==> src/rtl/bcd_display_scanner_pkg.sv <==
// Shared types and constants for the two-digit BCD display scanner.
// Segment patterns are active-low, ordered {g,f,e,d,c,b,a}.
package bcd_display_scanner_pkg;

    typedef enum logic [1:0] {
        BLANK_T = 2'd0,
        SHOW_T  = 2'd1,
        BLANK_O = 2'd2,
        SHOW_O  = 2'd3
    } scan_state_t;

    localparam logic [6:0] SEG_OFF = 7'h7F;
    localparam logic [6:0] SEG_E   = 7'h06;
    localparam logic [1:0] AN_OFF  = 2'b11;
    localparam logic [1:0] AN_TENS = 2'b10;
    localparam logic [1:0] AN_ONES = 2'b01;

    localparam logic [6:0] SEG_0 = 7'h40;
    localparam logic [6:0] SEG_1 = 7'h79;
    localparam logic [6:0] SEG_2 = 7'h24;
    localparam logic [6:0] SEG_3 = 7'h30;
    localparam logic [6:0] SEG_4 = 7'h19;
    localparam logic [6:0] SEG_5 = 7'h12;
    localparam logic [6:0] SEG_6 = 7'h02;
    localparam logic [6:0] SEG_7 = 7'h78;
    localparam logic [6:0] SEG_8 = 7'h00;
    localparam logic [6:0] SEG_9 = 7'h10;

    function automatic logic digit_invalid(input logic [3:0] digit);
        return (digit > 4'd9);
    endfunction

endpackage

==> src/rtl/bcd_display_scanner_seg7.sv <==
// Combinational BCD to active-low seven-segment decoder.
// Codes 10..15 are shown as 'E' so a bad digit is visible on the panel.
module bcd_to_seg7
    import bcd_display_scanner_pkg::*;
(
    input  logic [3:0] digit,
    output logic [6:0] seg
);

    // Digit pattern lookup
    always_comb begin
        seg = SEG_E;
        case (digit)
            4'd0:    seg = SEG_0;
            4'd1:    seg = SEG_1;
            4'd2:    seg = SEG_2;
            4'd3:    seg = SEG_3;
            4'd4:    seg = SEG_4;
            4'd5:    seg = SEG_5;
            4'd6:    seg = SEG_6;
            4'd7:    seg = SEG_7;
            4'd8:    seg = SEG_8;
            4'd9:    seg = SEG_9;
            default: seg = SEG_E;
        endcase
    end

endmodule

==> src/rtl/bcd_display_scanner.sv <==
// Captures a BCD digit pair over valid/ready and scans it onto a two-digit
// common-anode display, committing new digits only at frame boundaries.
module bcd_display_scanner
    import bcd_display_scanner_pkg::*;
#(
    parameter int REFRESH_DIV  = 1000,
    parameter int BLANK_CYCLES = 8
)(
    input  logic       clk,
    input  logic       rst_n,
    input  logic       in_val,
    output logic       in_rdy,
    input  logic [3:0] in_tens,
    input  logic [3:0] in_ones,
    input  logic       lz_blank_en,
    output logic [1:0] an,
    output logic [6:0] seg,
    output logic       err
);

    localparam int MAX_LEN = (REFRESH_DIV > BLANK_CYCLES) ?
                             ((REFRESH_DIV > 2) ? REFRESH_DIV : 2) :
                             ((BLANK_CYCLES > 2) ? BLANK_CYCLES : 2);
    localparam int CNT_W = $clog2(MAX_LEN);

    localparam logic [CNT_W-1:0] CNT_ZERO   = CNT_W'(0);
    localparam logic [CNT_W-1:0] CNT_ONE    = CNT_W'(1);
    localparam logic [CNT_W-1:0] SHOW_LAST  = CNT_W'(REFRESH_DIV - 1);
    // With no blanking the reset-time BLANK_T still occupies a single cycle.
    localparam logic [CNT_W-1:0] BLANK_LAST = CNT_W'((BLANK_CYCLES == 0) ? 0 : BLANK_CYCLES - 1);

    scan_state_t      state_r, state_next_s;
    logic [CNT_W-1:0] cnt_r, cnt_next_s, state_last_s;
    logic             done_s;
    logic [3:0]       disp_tens_r, disp_ones_r;
    logic [3:0]       disp_tens_next_s, disp_ones_next_s;
    logic [7:0]       shadow_r;
    logic             pending_r;
    logic             capture_s, commit_s;
    logic [3:0]       digit_sel_s;
    logic [6:0]       seg_dec_s;
    logic [1:0]       an_r, an_next_s;
    logic [6:0]       seg_r, seg_next_s;
    logic             err_r, err_next_s;

    assign in_rdy = ~pending_r;
    assign an     = an_r;
    assign seg    = seg_r;
    assign err    = err_r;

    // Slot length, next state and counter sequencing
    always_comb begin
        state_next_s = state_r;
        state_last_s = BLANK_LAST;
        if ((state_r == SHOW_T) || (state_r == SHOW_O)) begin
            state_last_s = SHOW_LAST;
        end else begin
            state_last_s = BLANK_LAST;
        end
        done_s = (cnt_r == state_last_s);
        if (done_s) begin
            cnt_next_s = CNT_ZERO;
            case (state_r)
                BLANK_T: state_next_s = SHOW_T;
                SHOW_T:  state_next_s = (BLANK_CYCLES == 0) ? SHOW_O : BLANK_O;
                BLANK_O: state_next_s = SHOW_O;
                SHOW_O:  state_next_s = (BLANK_CYCLES == 0) ? SHOW_T : BLANK_T;
                default: state_next_s = BLANK_T;
            endcase
        end else begin
            cnt_next_s = cnt_r + CNT_ONE;
        end
    end

    // Handshake capture and frame-boundary commit
    always_comb begin
        capture_s = in_val & ~pending_r;
        commit_s  = (state_r == SHOW_O) & done_s & pending_r;
        if (commit_s) begin
            disp_tens_next_s = shadow_r[7:4];
            disp_ones_next_s = shadow_r[3:0];
            err_next_s       = digit_invalid(shadow_r[7:4]) | digit_invalid(shadow_r[3:0]);
        end else begin
            disp_tens_next_s = disp_tens_r;
            disp_ones_next_s = disp_ones_r;
            err_next_s       = err_r;
        end
    end

    // Digit routed to the shared decoder follows the upcoming slot
    always_comb begin
        if (state_next_s == SHOW_T) begin
            digit_sel_s = disp_tens_next_s;
        end else begin
            digit_sel_s = disp_ones_next_s;
        end
    end

    bcd_to_seg7 u_dec (
        .digit (digit_sel_s),
        .seg   (seg_dec_s)
    );

    // Anode/segment values for the upcoming slot, including leading-zero blanking
    always_comb begin
        an_next_s  = AN_OFF;
        seg_next_s = SEG_OFF;
        case (state_next_s)
            SHOW_T: begin
                if (lz_blank_en && (disp_tens_next_s == 4'd0)) begin
                    an_next_s  = AN_OFF;
                    seg_next_s = SEG_OFF;
                end else begin
                    an_next_s  = AN_TENS;
                    seg_next_s = seg_dec_s;
                end
            end
            SHOW_O: begin
                an_next_s  = AN_ONES;
                seg_next_s = seg_dec_s;
            end
            default: begin
                an_next_s  = AN_OFF;
                seg_next_s = SEG_OFF;
            end
        endcase
    end

    // Scan state and slot counter
    always_ff @(posedge clk or negedge rst_n) begin
        if (!rst_n) begin
            state_r <= BLANK_T;
            cnt_r   <= CNT_ZERO;
        end else begin
            state_r <= state_next_s;
            cnt_r   <= cnt_next_s;
        end
    end

    // Shadow/pending handshake registers
    always_ff @(posedge clk or negedge rst_n) begin
        if (!rst_n) begin
            shadow_r  <= 8'h00;
            pending_r <= 1'b0;
        end else if (capture_s) begin
            shadow_r  <= {in_tens, in_ones};
            pending_r <= 1'b1;
        end else if (commit_s) begin
            pending_r <= 1'b0;
        end
    end

    // Committed digits, error flag and display drive registers
    always_ff @(posedge clk or negedge rst_n) begin
        if (!rst_n) begin
            disp_tens_r <= 4'd0;
            disp_ones_r <= 4'd0;
            err_r       <= 1'b0;
            an_r        <= AN_OFF;
            seg_r       <= SEG_OFF;
        end else begin
            disp_tens_r <= disp_tens_next_s;
            disp_ones_r <= disp_ones_next_s;
            err_r       <= err_next_s;
            an_r        <= an_next_s;
            seg_r       <= seg_next_s;
        end
    end

endmodule

==> config.mk <==
export PLATFORM = sky130hd
export DESIGN_NAME = bcd_display_scanner
export DESIGN_NICKNAME = d
export VERILOG_FILES = /design/src/rtl/bcd_display_scanner_pkg.sv /design/src/rtl/bcd_display_scanner_seg7.sv /design/src/rtl/bcd_display_scanner.sv
export SDC_FILE = /design/constraint.sdc
export NUM_CORES = 1
export LEC_CHECK = 0
export BUFFER_PORTS_ARGS = -buffer_cell sky130_fd_sc_hd__buf_2
export CAP_MARGIN = 0
export CORE_UTILIZATION = 61
export CTS_BUF_LIST = sky130_fd_sc_hd__clkbuf_16
export CTS_CLUSTER_DIAMETER = 30
export DETAILED_ROUTE_END_ITERATION = 10
export GPL_ROUTABILITY_DRIVEN = 0
export PLACE_DENSITY = 0.92
export SYNTH_ARGS = -nofsm -noshare
export SYNTH_HDL_FRONTEND = slang
export SYNTH_SLANG_ARGS = --single-unit
==> constraint.sdc <==
create_clock -name clk -period 6.1 [get_ports clk]
set_input_delay 0 -clock clk [delete_from_list [all_inputs] [get_ports clk]]
set_output_delay 0 -clock clk [all_outputs]
set_load 0.005 [all_outputs]
# Yosys cells after proc, flatten, opt, wreduce, memory -nomap -nowiden
# Memory sizes are Yosys's and may differ from the RTL's.
# Index checks and enable logic that the tools add are counted.
# classes
add_sub_neg	1
order_cmp	2
n_eq_ne	6
mux	13
bitwise_logic	5
n_reduce_logical	5
# op_table
op	count
$mux 10	2
$pmux 7 s2	1
$mux 4	3
$add 10x1->10 const B	1
$eq 10x10->1	1
$gt 4x4->1 const B	2
$pmux 2 s4	1
$mux 7	1
$eq 2x2->1 const B	3
$eq 2x1->1 const B	2
$logic_not 4->1	1
$pmux 2 s2	1
$and 1x1->1	3
$mux 1	3
$logic_not 2->1	1
$mux 2	1
$reduce_bool 2->1	1
$logic_and 1x1->1	1
$logic_or 1x1->1	1
$not 1->1	1
$or 1x1->1	1
# totals
reg_bits	39
rom_bits	112
in_bits	12
n_memories	1
# memory_table
memory	words	width	rd	rd_clocked_by_memory_dff	wr	line_no	rtl
(no name shown)	16	7	1	0	0	bcd_display_scanner_seg7.sv:13	case (digit)

# Depth between registers and ports, before layout
# depth
word_depth	11
ltp_mapped	14

# By module
# From an unflattened synthesis, not the netlist that was laid out.
# unflattened
cells_unflattened	169
area_unflattened_um2	1959.4
# by_module_without_submodules
module	instances	cells_each	area_per_inst_um2
bcd_display_scanner	1	142	1767.9
bcd_to_seg7	1	27	191.4

# Least setup slack after synthesis
# Ideal clock, no wire load.
# synth_timing
kind	register to register
startpoint	reg cnt_r[7]
endpoint	reg seg_r[6], in the netlist seg[6]
setup_time_ns	0.087
t_arrival_ns	3.137
setup_slack_ns	2.876
path_stages_with_launch	13
path_buffers	2
cell_sequence	dfrtp_1 or4_1 or3_4 a21oi_2 o211ai_1 buf_4 buf_2 o21ai_0 inv_1 ha_1 o211ai_1 o21a_1 o21ai_1
# synth_via
elab_chain_len	8
# synth_rtl
element	line_no	rtl
start, declared	bcd_display_scanner.sv:33	logic [CNT_W-1:0] cnt_r, cnt_next_s, state_last_s;
start signal, assigned	bcd_display_scanner.sv:136	cnt_r <= cnt_next_s;
$eq 10x10->1 (*)	bcd_display_scanner.sv:60	done_s = (cnt_r == state_last_s);
$and 1x1->1 (2 in series)	bcd_display_scanner.sv:78	commit_s = (state_r == SHOW_O) & done_s & pending_r;
$mux 4	bcd_display_scanner.sv:79	if (commit_s) begin
$mux 4 / $logic_not 4->1 (equally long branches)	bcd_display_scanner.sv:92, bcd_display_scanner.sv:110	
$mem_v2 16x7 / $logic_and 1x1->1 (equally long branches)	--	
$mux 7	bcd_display_scanner.sv:110	if (lz_blank_en && (disp_tens_next_s == 4'd0)) begin
$pmux 7 s2 (*)	bcd_display_scanner.sv:108	case (state_next_s)
net seg_next_s[6]	bcd_display_scanner.sv:43	logic [6:0] seg_r, seg_next_s;
end signal, assigned	bcd_display_scanner.sv:166	seg_r <= seg_next_s;
end, declared	bcd_display_scanner.sv:43	
# The timed path passes the listed nets; every way through them passes the cells marked *.
# A chain may end at the register's enable or synchronous reset.

# Worst setup path after layout
# layout_timing
startpoint	reg cnt_r[7]
endpoint	reg seg_r[6], in the netlist seg[6]
# layout_via
elab_chain_len	8
# layout_rtl
element	line_no	rtl
$eq 10x10->1 (*)	bcd_display_scanner.sv:60	
$and 1x1->1 (*) (2 in series)	bcd_display_scanner.sv:78	
$mux 4 (*)	bcd_display_scanner.sv:79	
net disp_tens_next_s[0]	bcd_display_scanner.sv:36	logic [3:0] disp_tens_next_s, disp_ones_next_s;
$mux 4 / $logic_not 4->1 (equally long branches)	bcd_display_scanner.sv:92, bcd_display_scanner.sv:110	
$mem_v2 16x7 / $logic_and 1x1->1 (equally long branches)	--	
$mux 7	bcd_display_scanner.sv:110	
$pmux 7 s2 (*)	bcd_display_scanner.sv:108	
net seg_next_s[6]	bcd_display_scanner.sv:43	
# Marks and branches as above.

==> out/qor.yml <==
status:
  status: "completed"
hold_path:
  worstHoldEndpoint: "an[0]"
  hold_depth: 3
  min_from: "lz_blank_en"
  hold_path.class: "in2reg"
layout:
  area_growth_pct: 19.5
  final_util_pct: 76.7
  final_cell_area_um2: 2340
  fin_nets: 232
  final_cell_mix: "dfrtp_1 (30), buf_2 (22), inv_1 (16)"
  layout.cells.most_common: "dfrtp_1"
  layout-drive-gt1-share_pct: 25.5
  fillers: 207
  antennaDiodeCount: 0
route:
  initialDrtViolationCount: 101
  antenna_left: 0
  via_per_inst: 5.70
  drc_errors: 0
  routed_wirelength_mm: 4.26
  drt-wirelength-per-cell_um: 16.6
  vias: 1460
  dr.pass1.iters: 4
setup_path:
  crit_path_end_kind: "register"
  critical_path_class: "reg2reg"
  critPathMaxFanout: 13
  r2r_setup_slack_ns: 2.36
  cp.required_ns: 6.29
  regToRegEndpoint: "seg[6]"
  start_kind: "register"
  r2r_start: "cnt_r[7]"
  cp.arrival_ns: 3.93
  rr_worst_depth: 11
floorplan:
  die_y_um: 58.7
  core_um2: 3050
  die_area_um2: 3450
  start_util_pct: 64.2
  chipWidth_um: 58.7
  io-pin-count: 23
  fp-row-count: 20
timing:
  worst_clock_skew_ns: 0.00618
  final-max-slew-violation-count: 0
  min_period_ns: 3.74
  tightest_slew_ns: 0.837
  relSlewSlack_pct: 44.2
  final.setup.worst_slack_ns: 2.36
  fmax_mhz: 268
  timing.final.crit_share_pct: 61.2
  setup-violations-final: 0
  finalHoldViolCount: 0
  rsz0062_at_grt: "false"
  final.setup.tns_ns: 0
  holdWs_ns: 0.0497
clocking:
  htree_levels: 2
  worstSkewPairLatency_ns: 0.28
  cts-buffers-inserted: 5
  cts-root-buf: "clkbuf_16"
  cts_tree: "done"
  clk_pin_slew_ns: 0.06
  cts_sinks: 39
  post_cts_resized: 0
  max-clock-path-buffers: 2
place:
  port-buffer-count: 22
  pre_cts_slack_ns: 2.39
  placed_area_um2: 2110
  place.detailed.hpwl_mm: 2.78
global_route:
  grt_pass1_wl_mm: 7.38
  grt_pass1_vias: 1516
  antenna_found_initial: 0
  overflow: 0
  grt_max_degree: 40
  grt_usage_pct: 29.7
pwr:
  vdd_drop_max_v: 0.000168
  power_leakage_nw: 1.06
  powerDensity_nw_per_um2: 232
yosys:
  ys_warn_count: 0
  synth_area_leaders: "dfrtp_1 (38%), dfstp_2 (12%), ha_1 (5.7%), mux2_2 (5.2%), mux2i_1 (5.1%)"
  synth_area_per_cell_um2: 11.2
  synthArstFlopShare_pct: 100
  syn_inst: 175
  synth_top_area_share_pct: 38.3
  synth_top_area_cell: "dfrtp_1"
  synthesis.nets: 196
  synth_seq_area_share_pct: 50.4
  synth-main-ff-cell: "dfrtp_1"
  syn_area_um2: 1960
  synth_seq_cells: 39
  ys_types: 50
  synth_edf_count: 0
job:
  maxCapViolations: 0
-- repair_timing --
item,in CTS,in global routing
buffers inserted,0,0
setup endpoints to repair,0,0
hold endpoints to repair,39,0
hold buffers,10,0
-- metrics by stage --
| step | total power, mW | instances |
|---|---|---|
| finish | 0.544 | 256 |
| global placement | 0.299 | 238 |
| detailed placement | 0.301 | 238 |
| CTS | 0.545 | 256 |
| global route | 0.561 | 256 |
| floorplan | 0.287 | 175 |
-- worst max-delay path, stage by stage, from the launching register on --
cell      delay (ns)
dfrtp_1         0.41
or4_1           0.55
or3_4           0.39
a211oi_4        0.67
mux2i_1         0.29
inv_1           0.09
o21ai_0         0.44
inv_1           0.13
ha_1            0.25
o211ai_1        0.17
o21a_1          0.18
o21ai_1         0.08
-- cell usage after synthesis, types with 2 or more instances --
cell,count
o21ai_1,2
mux2_2,9
o21a_1,3
nor2_1,12
xnor2_1,4
mux2i_1,10
xor2_1,3
dfstp_2,9
a211o_2,2
o21ai_0,6
nand3_1,7
ha_1,9
nand2_1,8
dfrtp_1,30
nor3_1,6
a21oi_1,2
o211ai_1,4
inv_1,15
nor2b_1,3
-- cell type report --
type	instances	area, µm²	share of cell area [%]
clock buffer	5	125	5.34
clock inverter	3	11.3	0.481
timing repair buffer	33	218	9.29
sequential	39	987	42.1
multi-input combinational	117	890	38.0
tap	44	55.1	2.35
inverter	15	56.3	2.40
-- registers in the layout, indices dropped and copies added (netlist names) --
register,count
disp_ones_r,4
err,1
cnt_r,10
seg,7
shadow_r,8
an,2
disp_tens_r,4
state_r,2
pending_r,1
-- report_power, final --
part	switching, mW	internal (mW)
sequential	0.00651	0.269
combinational	0.0124	0.0144
clock	0.0943	0.147
total	0.113	0.431
-- worst max-delay path by stage --
stage,start,end,slack [ns],depth (start not counted)
2_1_floorplan,cnt_r[7],seg[6],2.88,12
4_1_cts,cnt_r[7],seg[6],2.39,11
5_1_grt,cnt_r[7],seg[6],2.11,11
3_3_place_gp,cnt_r[7],seg[6],2.64,11
3_5_place_dp,cnt_r[7],seg[6],2.39,11
6_report,cnt_r[7],seg[6],2.36,11
-- cell families after synthesis --
kind of cell | Yosys count | synth area share [%]
compound gates | 31 | 12.0
xor+xnor | 7 | 3.13
mux | 20 | 11.0
flops | 39 | 50.4
buf+inv | 19 | 4.28
fa+ha+maj | 9 | 5.74
simple gates | 50 | 13.5
-- metal layers --
| layer | GRT usage [%] | vias up | wire length, µm |
|---|---|---|---|
| met1 | 35.5 | 713 | 1690 |
| met2 | 50.4 | 38 | 2250 |
| met3 | 5.93 | 16 | 135 |
| met5 | 0 | - | 0 |
| li1 | - | 693 | - |
| met4 | 16.3 | 0 | 184 |
Power figures use the tool's default switching activity.
